[src/rtl/slp_pkg.sv]
// Shared definitions for the sliced lane pipe.
// Holds the 4-bit group function and lane slicing helper.
package slp_pkg;

    localparam int GROUP_W = 4;

    typedef enum logic [1:0] {
        OP_IDLE = 2'b00,
        OP_PUSH = 2'b10,
        OP_POP  = 2'b01,
        OP_BOTH = 2'b11
    } fifo_op_t;

    function automatic logic [GROUP_W-1:0] lane_func(
        input logic [GROUP_W-1:0] a,
        input logic [GROUP_W-1:0] b
    );
        logic [GROUP_W-1:0] c;
        c[0] = ~a[0];
        c[1] = ~b[0];
        c[2] = ~b[1];
        c[3] = ~((a[1] | a[2]) & (b[1] | b[2]) & (a[3] | b[3]));
        return c;
    endfunction

    function automatic int lane_lo(input int k, input int w);
        return k * w;
    endfunction

endpackage

[src/rtl/slp_lane_func.sv]
// One LANE_W-wide lane: per-group INV/OAI222 function with enable.
// Inputs are masked before use so X on a disabled lane stays contained.
module slp_lane_func
    import slp_pkg::*;
#(
    parameter int LANE_W = 12
) (
    input  logic              i_en,
    input  logic [LANE_W-1:0] i_a,
    input  logic [LANE_W-1:0] i_b,
    output logic [LANE_W-1:0] o_c
);

    localparam int NG = LANE_W / GROUP_W;

    logic [LANE_W-1:0] w_a;
    logic [LANE_W-1:0] w_b;
    logic [LANE_W-1:0] w_c;

    assign w_a = i_a & {LANE_W{i_en}};
    assign w_b = i_b & {LANE_W{i_en}};

    for (genvar g = 0; g < NG; g++) begin : g_grp
        assign w_c[g*GROUP_W +: GROUP_W] =
            lane_func(w_a[g*GROUP_W +: GROUP_W], w_b[g*GROUP_W +: GROUP_W]);
    end

    assign o_c = i_en ? w_c : '0;

endmodule

[src/rtl/sliced_lane_pipe.sv]
// Sliced lane array feeding a DEPTH-entry elastic FIFO.
// Valid/ready on both sides; counts output handshakes.
module sliced_lane_pipe
    import slp_pkg::*;
#(
    parameter int NUM_LANES = 3,
    parameter int LANE_W    = 12,
    parameter int DEPTH     = 2,
    parameter int CNT_W     = 16
) (
    input  logic                          clk,
    input  logic                          rst_n,
    input  logic                          in_valid,
    output logic                          in_ready,
    input  logic [NUM_LANES*LANE_W-1:0]   in_a,
    input  logic [NUM_LANES*LANE_W-1:0]   in_b,
    input  logic [NUM_LANES-1:0]          in_lane_en,
    output logic                          out_valid,
    input  logic                          out_ready,
    output logic [NUM_LANES*LANE_W-1:0]   out_c,
    output logic [NUM_LANES-1:0]          out_lane_en,
    output logic [$clog2(DEPTH):0]        occupancy,
    output logic [CNT_W-1:0]              xfer_cnt
);

    localparam int W     = NUM_LANES * LANE_W;
    localparam int PTR_W = $clog2(DEPTH);
    localparam int OCC_W = PTR_W + 1;

    logic [W-1:0]         w_res;
    logic                 w_push;
    logic                 w_pop;
    fifo_op_t             w_op;
    logic [OCC_W-1:0]     w_occ_nxt;

    logic [W-1:0]         r_mem_c  [DEPTH];
    logic [NUM_LANES-1:0] r_mem_en [DEPTH];
    logic [PTR_W-1:0]     r_wr_ptr;
    logic [PTR_W-1:0]     r_rd_ptr;
    logic [OCC_W-1:0]     r_occ;
    logic [CNT_W-1:0]     r_cnt;

    for (genvar k = 0; k < NUM_LANES; k++) begin : g_lane
        localparam int LO = lane_lo(k, LANE_W);
        slp_lane_func #(.LANE_W(LANE_W)) u_lane (
            .i_en (in_lane_en[k]),
            .i_a  (in_a[LO +: LANE_W]),
            .i_b  (in_b[LO +: LANE_W]),
            .o_c  (w_res[LO +: LANE_W])
        );
    end

    // No bypass: a full FIFO refuses input even while popping.
    assign in_ready  = rst_n && (r_occ != OCC_W'(DEPTH));
    assign out_valid = (r_occ != '0);
    assign w_push    = in_valid && in_ready;
    assign w_pop     = out_valid && out_ready;
    assign w_op      = fifo_op_t'({w_push, w_pop});

    always_comb begin
        w_occ_nxt = r_occ;
        unique case (w_op)
            OP_PUSH: w_occ_nxt = r_occ + OCC_W'(1);
            OP_POP:  w_occ_nxt = r_occ - OCC_W'(1);
            default: w_occ_nxt = r_occ;
        endcase
    end

    always_ff @(posedge clk or negedge rst_n) begin
        if (!rst_n) begin
            r_wr_ptr <= '0;
            r_rd_ptr <= '0;
            r_occ    <= '0;
            r_cnt    <= '0;
            for (int i = 0; i < DEPTH; i++) begin
                r_mem_c[i]  <= '0;
                r_mem_en[i] <= '0;
            end
        end else begin
            r_occ <= w_occ_nxt;
            if (w_push) begin
                r_mem_c[r_wr_ptr]  <= w_res;
                r_mem_en[r_wr_ptr] <= in_lane_en;
                r_wr_ptr           <= r_wr_ptr + PTR_W'(1);
            end
            if (w_pop) begin
                r_rd_ptr <= r_rd_ptr + PTR_W'(1);
                r_cnt    <= r_cnt + CNT_W'(1);
            end
        end
    end

    assign out_c       = out_valid ? r_mem_c[r_rd_ptr]  : '0;
    assign out_lane_en = out_valid ? r_mem_en[r_rd_ptr] : '0;
    assign occupancy   = r_occ;
    assign xfer_cnt    = r_cnt;

endmodule

[config.mk]
export PLATFORM = sky130hd
export DESIGN_NAME = sliced_lane_pipe
export DESIGN_NICKNAME = d
export VERILOG_FILES = /design/src/rtl/slp_pkg.sv /design/src/rtl/slp_lane_func.sv /design/src/rtl/sliced_lane_pipe.sv
export SDC_FILE = /design/constraint.sdc
export NUM_CORES = 1
export LEC_CHECK = 0
export CORE_AREA = 2 2 105 158
export DETAILED_ROUTE_END_ITERATION = 10
export DIE_AREA = 0 0 107 160
export PLACE_DENSITY = 0.51
export SLEW_MARGIN = 30
export SYNTH_ARGS = -nofsm -noshare
export SYNTH_HDL_FRONTEND = slang
export SYNTH_SLANG_ARGS = --single-unit
[constraint.sdc]
create_clock -name clk -period 4.4 [get_ports clk]
set_input_delay 0.88 -clock clk [delete_from_list [all_inputs] [get_ports clk]]
set_output_delay 0.88 -clock clk [all_outputs]
set_load 0.01 [all_outputs]
==> flow_results.org <==
** Die
- From left edge to right edge, the die measures roughly 110 microns.
- The initial utilization of the core area, before any placement, comes to between 20% and 30%.
- Die footprint :: 17,100 sq um
- The floorplan step set the die height to between 150 and 200 microns.
- Row cnt :: between 50 and 60
- The core region is around 16,000 sq um.
- Ports :: 138

** Placed design
- Summing all placed instances gives a cell area of about 6200 sq um.
- Placed wire-length estimate after detailed placement :: 8230 microns
- Global placer's final weighted congestion :: 0.716
- Number of placed instances with taps included :: roughly 790
- I/O Buffers :: 137

** Critical path
- Required time reported for the critical path endpoint :: 3520 ps
- Data on the critical path arrives at its endpoint at 2430 ps.
- The worst setup path is captured at an output port.
- The worst register-to-register path has a depth of 4.
- In this run the critical register-to-register path is captured at r_mem_en[2].
- Walking the worst path, the cells encountered are buf_4, mux2i_1, nor2_1, clkdlybuf4s50_1.
- The worst setup path is of the reg -> out kind.
- The worst setup path is launched from a flip-flop.
- Minimum setup slack among reg-to-reg paths :: roughly 2300 ps
- Reg-to-reg critical path startpoint :: occupancy[0]
- Highest net fanout along the worst path :: 25
- For this design, the slowest cell found on the critical path is sky130_fd_sc_hd__dfrtp_2.
- Largest stage delay on the critical path :: roughly 900 ps

** Timing
- Worst-Margin Slew :: 821 ps
- Final cycle utilization of the critical path :: 75.2%
- Setup repair after global routing left no endpoint under its margin.
- Max_slew headroom :: 45.3%
- Subtracting the final worst setup slack from the clock period gives 3310 ps.
- Achievable frequency :: 302 MHz
- Worst Clk Skew :: approximately 5.7 ps
- The number of hold violations in the final report came to 0.
- Setup violations remaining at the end of the flow were counted as 0.
- Summed over all failing endpoints, the final setup total negative slack is 0 ps.
- Hold is met by between 400 and 500 ps.
- The max-slew violation count was 0.

** Cells and area
- Leaving out fill and tap cells, the most frequent cell in the layout is sky130_fd_sc_hd__clkdlybuf4s50_1.
- Nets :: 673
- In the final layout, the share of cells above drive strength 1 is 6.53%.
- Non-filler instance count after layout :: ~800
- The number of antenna diodes in the final layout is 0.
- Once layout is done, the placed cells without fillers occupy between 6000 and 7000 sq um.
- The top cell types in the final layout, fill and taps aside, are sky130_fd_sc_hd__clkdlybuf4s50_1, sky130_fd_sc_hd__dfrtp_1, sky130_fd_sc_hd__nand2_1, sky130_fd_sc_hd__o21ai_0, sky130_fd_sc_hd__nor2_1.
- Layout filler cell count :: 1,567
- Area grow syn2layout :: 39.8%
- Share of the core filled with cells in the final layout :: 40.7%

** Detailed routing
- Once detail routing completed, the nets flagged for antenna violations numbered 0.
- Before antenna repair, the detailed router went through 4 iterations.
- After detailed routing, the average wire length per cell comes to approximately 14 microns.
- Across all layers, the routed design uses 3,635 vias.
- Using the TritonRoute via totals, the vias-per-cell ratio works out to 4.53.
- Aggregate routed wire length :: 11,500 microns
- In the routed design, unresolved DRC markers number 0.
- Initial drt markers :: about 190

** Clock tree
- Maximum buffer depth of the clock tree :: 2
- In this run the post-CTS setup repair buffer count came out at 0.
- Clk Latency, worst-skew pair :: 340 ps
- Number of clock buffers inserted by TritonCTS :: 9
- After clock tree synthesis, the clock-pin slew on the worst setup and hold paths is 70 ps.
- After clock tree synthesis, the flow added hold-fix buffers numbering 0.
- CTS saw 98 sinks.
- CTS placed an instance of sky130_fd_sc_hd__clkbuf_16 at the clock tree root.
- TritonCTS built the clock tree.
- The H-tree generated during clock tree synthesis spans 3 levels.
- Number of cells upsized or downsized after cts :: 0

** Pwr
- Cell internal power dissipation :: around 2.7 mW
- Psw :: 1.45 mW
- Sequential cells account for 38.6% of the total power.
- For this design the ratio of total power to cell area is 638 nW/um^2.
- The clock network is responsible for 18.7% of the overall power.
- Switching Share :: 35.1%
- Combinational cells account for 42.7% of the total power.
- Reported leakage power :: 2.88 nW
- Max IR drop VDD :: 0.000238 V

** Synth
- Among all flip-flop cells after synthesis, the most frequent one is sky130_fd_sc_hd__dfrtp_1.
- Syn. warnings :: 0
- Dividing the synthesized area by the synthesized cell count gives 9.93 sq um.
- The synthesized design contains slightly below 100 register bits.
- In the synthesized netlist the async set-or-reset flop fraction comes to 100%.
- Cell count after synthesis :: 466
- Net Count, Synth :: 547
- Yosys mapped a number of flops with a built-in enable equal to 0.
- The share of the Yosys chip area taken by registers is roughly 53%.
- The synthesized netlist occupies a cell area of between 4000 and 5000 sq um.
- Number of library cell types mapped by synthesis :: 29

** Status
- The run finished with clean final reports.

** Global routing
- Global routing finished with a remaining overflow of 0.
- Gr busiest metal :: met2
- The first global-routing pass estimated between 15,000 and 20,000 microns of wire.
- The number of antenna violations at the first check in global routing came to 0.
- In the global route stage, met3 resource usage came out at 2.82%.
- The number of global-route vias before repair is 3,732.
- GR met1 Demand/Resource :: 17.6%
- Global routing met2 resource utilization :: 24.4%
- Pin count of the biggest net entering global routing :: between 40 and 50
- All-layer global routing usage :: about 14%

** Worst hold path
- The worst hold path terminates at xfer_cnt[15].
- The worst hold path belongs to the class reg -> reg.
- Hold Startpoint :: xfer_cnt[15]
- Worst Hold Path Cells :: 1

** Flow run
- Reported max-cap violation count :: 0
[cell type report]
class	count	area [sq um]	area share, %
Clock inverter	6	65.1	1.01
Timing Repair Buffer	144	1450	22.5
Clock buffer	10	229	3.54
Sequential cell	98	2450	37.9
Tap cell	206	258	3.98
Inverter	2	7.51	0.116
Multi-Input combinational cell	337	2010	31.0
[stage by stage]
stage	setup slack, ps	power (mW)
global placement	1320	3.33
detailed placement	1370	3.38
finish	1090	4.13
floorplan	2390	2.52
CTS	994	4.17
global route	950	4.46
[how the worst max path moves through the flow]
| stage | start | endpoint | slack [ps] |
|---|---|---|---|
| detailed placement | r_rd_ptr | out_c[16] | 1370 |
| global route | r_rd_ptr | out_c[24] | 950 |
| floorplan | occupancy[0] | out_c[0] | 2390 |
| global placement | in_valid | r_mem_en[4] | 1320 |
| CTS | r_rd_ptr | out_c[16] | 990 |
| finish | r_rd_ptr | out_c[16] | 1090 |
[routing by layer]
| metal | share of wire, % | wire, microns |
|---|---|---|
| met2 | 50 | 5780 |
| met5 | 0 | 0 |
| met4 | 1.2 | 138 |
| met3 | 4.6 | 534 |
| met1 | 44 | 5070 |
[power by group through the flow]
stage	Combinational [mW]	Sequential, mW	Clock, mW
2_1_floorplan	1.03	1.49	0
3_3_place_gp	1.74	1.59	0
3_5_place_dp	1.77	1.62	0
4_1_cts	1.77	1.60	0.801
5_1_grt	1.96	1.65	0.844
6_report	1.76	1.59	0.774
[flip-flops by register name, indices dropped and copies added (netlist names)]
signal / flops
r_rd_ptr: 1
occupancy: 2
r_mem_c: 72
r_mem_en: 6
r_wr_ptr: 1
xfer_cnt: 16
[worst max-delay path, delay by kind of cell, from the launching register on]
family,cells,cell delay (ps)
buffers and inverters,2,800
muxes,1,300
DFF,1,900
and+or+nand+nor,1,70
[synth_stat cells (3+ instances only)]
cell type	count	area (sq um)
sky130_fd_sc_hd__nand2b_1	27	169
sky130_fd_sc_hd__mux2_4	3	45.0
sky130_fd_sc_hd__dfrtp_1	98	2450
sky130_fd_sc_hd__nor2_1	53	199
sky130_fd_sc_hd__xnor2_1	13	114
sky130_fd_sc_hd__mux2i_1	39	390
sky130_fd_sc_hd__buf_4	9	67.6
sky130_fd_sc_hd__o21ai_1	11	55.1
sky130_fd_sc_hd__o22ai_1	9	56.3
sky130_fd_sc_hd__nand2_1	81	304
sky130_fd_sc_hd__buf_2	4	20.0
sky130_fd_sc_hd__clkbuf_1	13	48.8
sky130_fd_sc_hd__nand3_1	5	25.0
sky130_fd_sc_hd__xor2_1	6	52.6
sky130_fd_sc_hd__mux2_2	4	45.0
sky130_fd_sc_hd__buf_6	3	33.8
sky130_fd_sc_hd__o21ai_0	71	355
[kinds of logic (layout without fill, tap and decap cells)]
group,after synthesis,count (layout),synth area share [%]
compound gates,92,92,10.5
mux,46,46,10.4
flops,98,98,53.0
xor+xnor,19,19,3.60
simple gates,178,178,18.1
buf+inv,31,162,3.84
fa+ha+maj,2,2,0.541
(Power assumes the default switching activity.)
